`src/rtl/core_pkg.sv`:
```
// Shared core types for the RV32 register file slice.
// Holds word/index typedefs and the x0 index constant.
package core_pkg;

  localparam int XLEN   = 32;
  localparam int NREGS  = 32;
  localparam int IDX_W  = 5;

  typedef logic [XLEN-1:0]  word_t;
  typedef logic [IDX_W-1:0] reg_idx_t;

  localparam int REG_ZERO = 0;

  function automatic logic is_zero_idx(
    input reg_idx_t idx
  );
    return idx == reg_idx_t'(REG_ZERO);
  endfunction

endpackage

```
`src/rtl/regfile_read_port.sv`:
```
// One combinational read port of the register file.
// Ports: regs_i (flattened storage), raddr_i, write-back snoop (we_i,
// waddr_i, wdata_i), byp_en_i (runtime bypass gate), rdata_o.
module regfile_read_port
  import core_pkg::*;
#(
  parameter int DATA_WIDTH = 32,
  parameter int NUM_REGS   = 32,
  parameter int ADDR_WIDTH = 5,
  parameter bit BYPASS_EN  = 1'b1
) (
  input  logic [NUM_REGS-1:0][DATA_WIDTH-1:0] regs_i,
  input  logic [ADDR_WIDTH-1:0]               raddr_i,
  input  logic                                we_i,
  input  logic [ADDR_WIDTH-1:0]               waddr_i,
  input  logic [DATA_WIDTH-1:0]               wdata_i,
  input  logic                                byp_en_i,
  output logic [DATA_WIDTH-1:0]               rdata_o
);

  logic                  rd_zero;
  logic                  hit;
  logic [DATA_WIDTH-1:0] stored;

  assign rd_zero = raddr_i == ADDR_WIDTH'(REG_ZERO);
  assign stored  = regs_i[raddr_i];

  // x0 never bypasses; the zero-force below covers it too.
  assign hit = BYPASS_EN && byp_en_i && we_i &&
               (waddr_i == raddr_i) && !rd_zero;

  always_comb begin
    rdata_o = stored;
    unique case (1'b1)
      rd_zero: rdata_o = '0;
      hit:     rdata_o = wdata_i;
      default: rdata_o = stored;
    endcase
  end

endmodule

```
`src/rtl/rv32_register_file.sv`:
```
// RV32I integer register file: 2 combinational reads, 1 sync write.
// Ports: clk_i, reset_i (async, active-low), read_register_{1,2}_i,
// write_register_i, write_back_data_i, ctrl_write_back_i,
// register_data_{1,2}_o. x0 reads zero; write-back bypasses to reads.
module rv32_register_file
  import core_pkg::*;
#(
  parameter int DATA_WIDTH = 32,
  parameter int NUM_REGS   = 32,
  parameter int ADDR_WIDTH = 5,
  parameter bit BYPASS_EN  = 1'b1
) (
  input  logic                  clk_i,
  input  logic                  reset_i,
  input  logic [ADDR_WIDTH-1:0] read_register_1_i,
  input  logic [ADDR_WIDTH-1:0] read_register_2_i,
  input  logic [ADDR_WIDTH-1:0] write_register_i,
  input  logic [DATA_WIDTH-1:0] write_back_data_i,
  input  logic                  ctrl_write_back_i,
  output logic [DATA_WIDTH-1:0] register_data_1_o,
  output logic [DATA_WIDTH-1:0] register_data_2_o
);

  logic [NUM_REGS-1:0][DATA_WIDTH-1:0] regs_q;
  logic                                wr_en;
  logic                                byp_en;

  assign wr_en = ctrl_write_back_i &&
                 (write_register_i != ADDR_WIDTH'(REG_ZERO));

  // No forwarding while held in reset so outputs stay at zero.
  assign byp_en = reset_i;

  always_ff @(posedge clk_i or negedge reset_i) begin
    if (!reset_i) begin
      regs_q <= '0;
    end else if (wr_en) begin
      regs_q[write_register_i] <= write_back_data_i;
    end
  end

  regfile_read_port #(
    .DATA_WIDTH (DATA_WIDTH),
    .NUM_REGS   (NUM_REGS),
    .ADDR_WIDTH (ADDR_WIDTH),
    .BYPASS_EN  (BYPASS_EN)
  ) u_rp1 (
    .regs_i   (regs_q),
    .raddr_i  (read_register_1_i),
    .we_i     (ctrl_write_back_i),
    .waddr_i  (write_register_i),
    .wdata_i  (write_back_data_i),
    .byp_en_i (byp_en),
    .rdata_o  (register_data_1_o)
  );

  regfile_read_port #(
    .DATA_WIDTH (DATA_WIDTH),
    .NUM_REGS   (NUM_REGS),
    .ADDR_WIDTH (ADDR_WIDTH),
    .BYPASS_EN  (BYPASS_EN)
  ) u_rp2 (
    .regs_i   (regs_q),
    .raddr_i  (read_register_2_i),
    .we_i     (ctrl_write_back_i),
    .waddr_i  (write_register_i),
    .wdata_i  (write_back_data_i),
    .byp_en_i (byp_en),
    .rdata_o  (register_data_2_o)
  );

endmodule

```
`config.mk`:
```
export PLATFORM = sky130hd
export DESIGN_NAME = rv32_register_file
export DESIGN_NICKNAME = d
export VERILOG_FILES = /design/src/rtl/core_pkg.sv /design/src/rtl/regfile_read_port.sv /design/src/rtl/rv32_register_file.sv
export SDC_FILE = /design/constraint.sdc
export NUM_CORES = 2
export LEC_CHECK = 0
export CAP_MARGIN = 40
export CORE_MARGIN = 2
export CORE_UTILIZATION = 55
export DETAILED_ROUTE_END_ITERATION = 8
export PLACE_DENSITY = 0.77
export SYNTH_ARGS = -nofsm -noshare
export SYNTH_HDL_FRONTEND = slang
export SYNTH_SLANG_ARGS = --single-unit
```
`constraint.sdc`:
```
create_clock -name clk_i -period 2.7 [get_ports clk_i]
set_input_delay 0.27 -clock clk_i [delete_from_list [all_inputs] [get_ports clk_i]]
set_output_delay 0.27 -clock clk_i [all_outputs]
set_load 0.02 [all_outputs]
```
==> flow_summary.json <==
{
  "r2r_end": "regs_q[747]",
  "endpoint_kind": "primary output",
  "power_frac_seq_pct": 43.6,
  "cts_inserted_buffers": 108,
  "sw_frac_of_total_pct": 28.4,
  "p_clk_share_pct": 32.5,
  "die_area_um2": 103000,
  "synth_seq_area_share_pct": 46.3,
  "power_switching_mw": 13.4,
  "area_delta_synth_final_pct": 20.8,
  "crit_end": "register_data_2_o[0]",
  "cts_tree": "yes",
  "slew_violations": 0,
  "wl_mm": 186,
  "syn_area_um2": 55400,
  "grt_pass1_vias": 40158,
  "yosys_warnings": 0,
  "tightest_slew_ns": 1.06,
  "synth_nets": 3802,
  "cts_root_buffer": "clkbuf_16",
  "start_util_pct": 55.4,
  "grt-ovfl-total": 0,
  "die_h_um": 321,
  "critPathRequiredTime_ns": 2.43,
  "clock_sinks": 1024,
  "comb_power_share_pct": 23.8,
  "fin_crit_ns": 2.96,
  "hold_viol": 0,
  "clk_pin_slew_ns": 0.06,
  "rsz0062_at_grt": "yes",
  "reg2reg_slack_ns": 1.57,
  "largest-register": "regs_q",
  "p_int_mw": 33.8,
  "ant_nets": 0,
  "violations": "setup timing",
  "worst-path-max-fanout": 3,
  "grt_max_degree": 179,
  "setup_viol": 44,
  "drt_pass1_iterations": 6,
  "ir_worst_vdd_mv": 0.575,
  "grt_pass1_wl_mm": 273,
  "reg_top3": "regs_q: 1024 flops",
  "gr-usage-all-layers_pct": 36.3,
  "pre_cts_slack_ns": -0.822,
  "final.fill_count": 6636,
  "final.setup.tns_ns": -5.56,
  "synth_top_area_share_pct": 46.3,
  "ys.flop_type": "dfrtp_1",
  "wire_per_inst_um": 33.8,
  "fmax_mhz": 338,
  "viasPerCell": 7.13,
  "stdcell_area_um2": 66900,
  "fin_crit_sh_pct": 110,
  "crit_arrival_ns": 2.69,
  "outcome": "complete, but fails checks",
  "antenna_found_initial": 7,
  "yosysUniqueCellTypes": 48,
  "clock_latency_ns": 0.69,
  "layoutNonFillerInstCount": 5507,
  "die_w_um": 321,
  "postSynthAreaPerCell_um2": 14.8,
  "syn_inst": 3752,
  "total_power_mw": 47.2,
  "largest_register_ffs": 1024,
  "synth_top_area_cell": "dfrtp_1",
  "final_util_pct": 66.9,
  "row_count": 116,
  "drc": 0,
  "crit_start": "regs_q[736]",
  "worst_setup_path_start_kind": "flop",
  "drt_iter0_drc": 4520,
  "drive_gt1_share_pct": 58.6,
  "synth_top_cells_by_area": "dfrtp_1 46%, mux2_2 21%, mux4_2 18%, mux2i_1 4.4%, clkbuf_1 1.5%",
  "async_flop_share_pct": 100,
  "core_area_um2": 100000,
  "placed_area_um2": 61700,
  "fin_skew_ns": 0,
  "leakagePower_nw": 29.4,
  "reg2reg_depth": 4,
  "reg2reg_from": "regs_q[747]",
  "power_density_nw_per_um2": 706,
  "finalWorstSetupSlack_ns": -0.259,
  "clk_path_buf_depth": 3,
  "io_buffers": 113,
  "hold_path.class": "in -> async",
  "synth_common_cells": "1024 x dfrtp_1, 1019 x mux2_2, 442 x mux4_2",
  "htree_levels": 3,
  "cap_violations": 0,
  "slew_headroom_pct": 29.1,
  "hold_slack_ns": 0.339,
  "crit_type": "reg -> out",
  "hpwl_mm": 120,
  "synthMostInstantiatedCell": "dfrtp_1",
  "placed_cells": 5244,
  "nets": 4161,
  "synth_edf_count": 0,
  "via_count": 39290,
  "synth-seq-cells": 1024,
  "gp_congestion": 0.940,
  "ios": 114
}
-- layer usage --
metal | track usage (%) | wire length, um | vias to the layer above
li1 | - | - | 15326
met1 | 48.9 | 70100 | 20781
met2 | 53.5 | 82800 | 2583
met3 | 10.9 | 22000 | 598
met4 | 19.2 | 11200 | 2
met5 | 0 | 13 | -
-- cells by family after synthesis --
| logic type | synth area share, % |
|---|---|
| AND/OR/NAND/NOR | 1.83 |
| buffers and inverters | 3.64 |
| XOR/XNOR | 0.158 |
| multiplexers | 43.1 |
| AO/OA/AOI/OAI | 5.05 |
| flip-flops | 46.3 |
-- layout make-up --
type / instances / area, um2 / share of cell area [%]
multi-input cells: 2290 / 28900 / 43.2
flip-flops and latches: 1024 / 25600 / 38.3
diodes: 7 / 17.5 / 0.0262
clock inverters: 35 / 362 / 0.540
repair buffers: 686 / 7090 / 10.6
well taps: 1298 / 1620 / 2.43
clock buffers: 166 / 3290 / 4.92
inverters: 1 / 3.75 / 0.00561
-- cell usage in the layout, fill, tap and decap left out, types with 22 or more instances in the layout --
cell type,synthesis,routed
a221o_1,23,23
a22oi_1,66,43
a22oi_2,0,23
a32o_2,0,23
a41oi_1,27,26
buf_12,0,120
buf_4,28,441
buf_6,17,63
clkbuf_1,224,23
clkbuf_16,0,110
clkbuf_8,0,33
clkdlybuf4s50_1,0,32
clkinv_2,0,24
dfrtp_1,1024,1024
mux2_2,1019,1014
mux2i_1,241,226
mux4_2,442,442
nand2_1,82,65
nor3_1,25,25
nor3b_1,28,28
o211ai_1,28,28
o21ai_0,29,22
o21ai_1,27,30
o22ai_1,40,33
-- power groups by stage --
| stage | Sequential, mW | Clock [mW] | Combinational [mW] |
|---|---|---|---|
| 2_1_floorplan | 19.9 | 0 | 7.24 |
| 3_3_place_gp | 20.5 | 0 | 10.0 |
| 3_5_place_dp | 20.7 | 0 | 10.3 |
| 4_1_cts | 20.4 | 15.4 | 11.0 |
| 5_1_grt | 20.9 | 16.0 | 11.9 |
| 6_report | 20.6 | 15.4 | 11.2 |
-- worst min path at each step --
stage                           from     endpoint
2_1_floorplan                reset_i    regs_q[0]
3_3_place_gp               regs_q[6]    regs_q[6]
3_5_place_dp               regs_q[8]    regs_q[8]
4_1_cts        write_back_data_i[14]   regs_q[46]
5_1_grt        write_back_data_i[14]   regs_q[46]
6_report                     reset_i  regs_q[536]
-- critical path, cell delays in order, from the launching register on --
cell	delay [ns]
dfrtp_1	0.40
mux4_2	0.48
a221o_1	0.38
a31oi_4	0.26
a2111oi_4	0.08
a21o_4	0.25
buf_6	0.15
-- what timing repair did --
action                                 4_1_cts  5_1_grt
pin swaps                                  106       33
setup endpoints to repair                   64       62
hold buffers                                 1        0
endpoints found under the hold margin      378        0
cloned                                       2        0
resized for setup                          481       52
setup buffers                               57       19
Note: power is estimated with default switching activity, not from simulation.
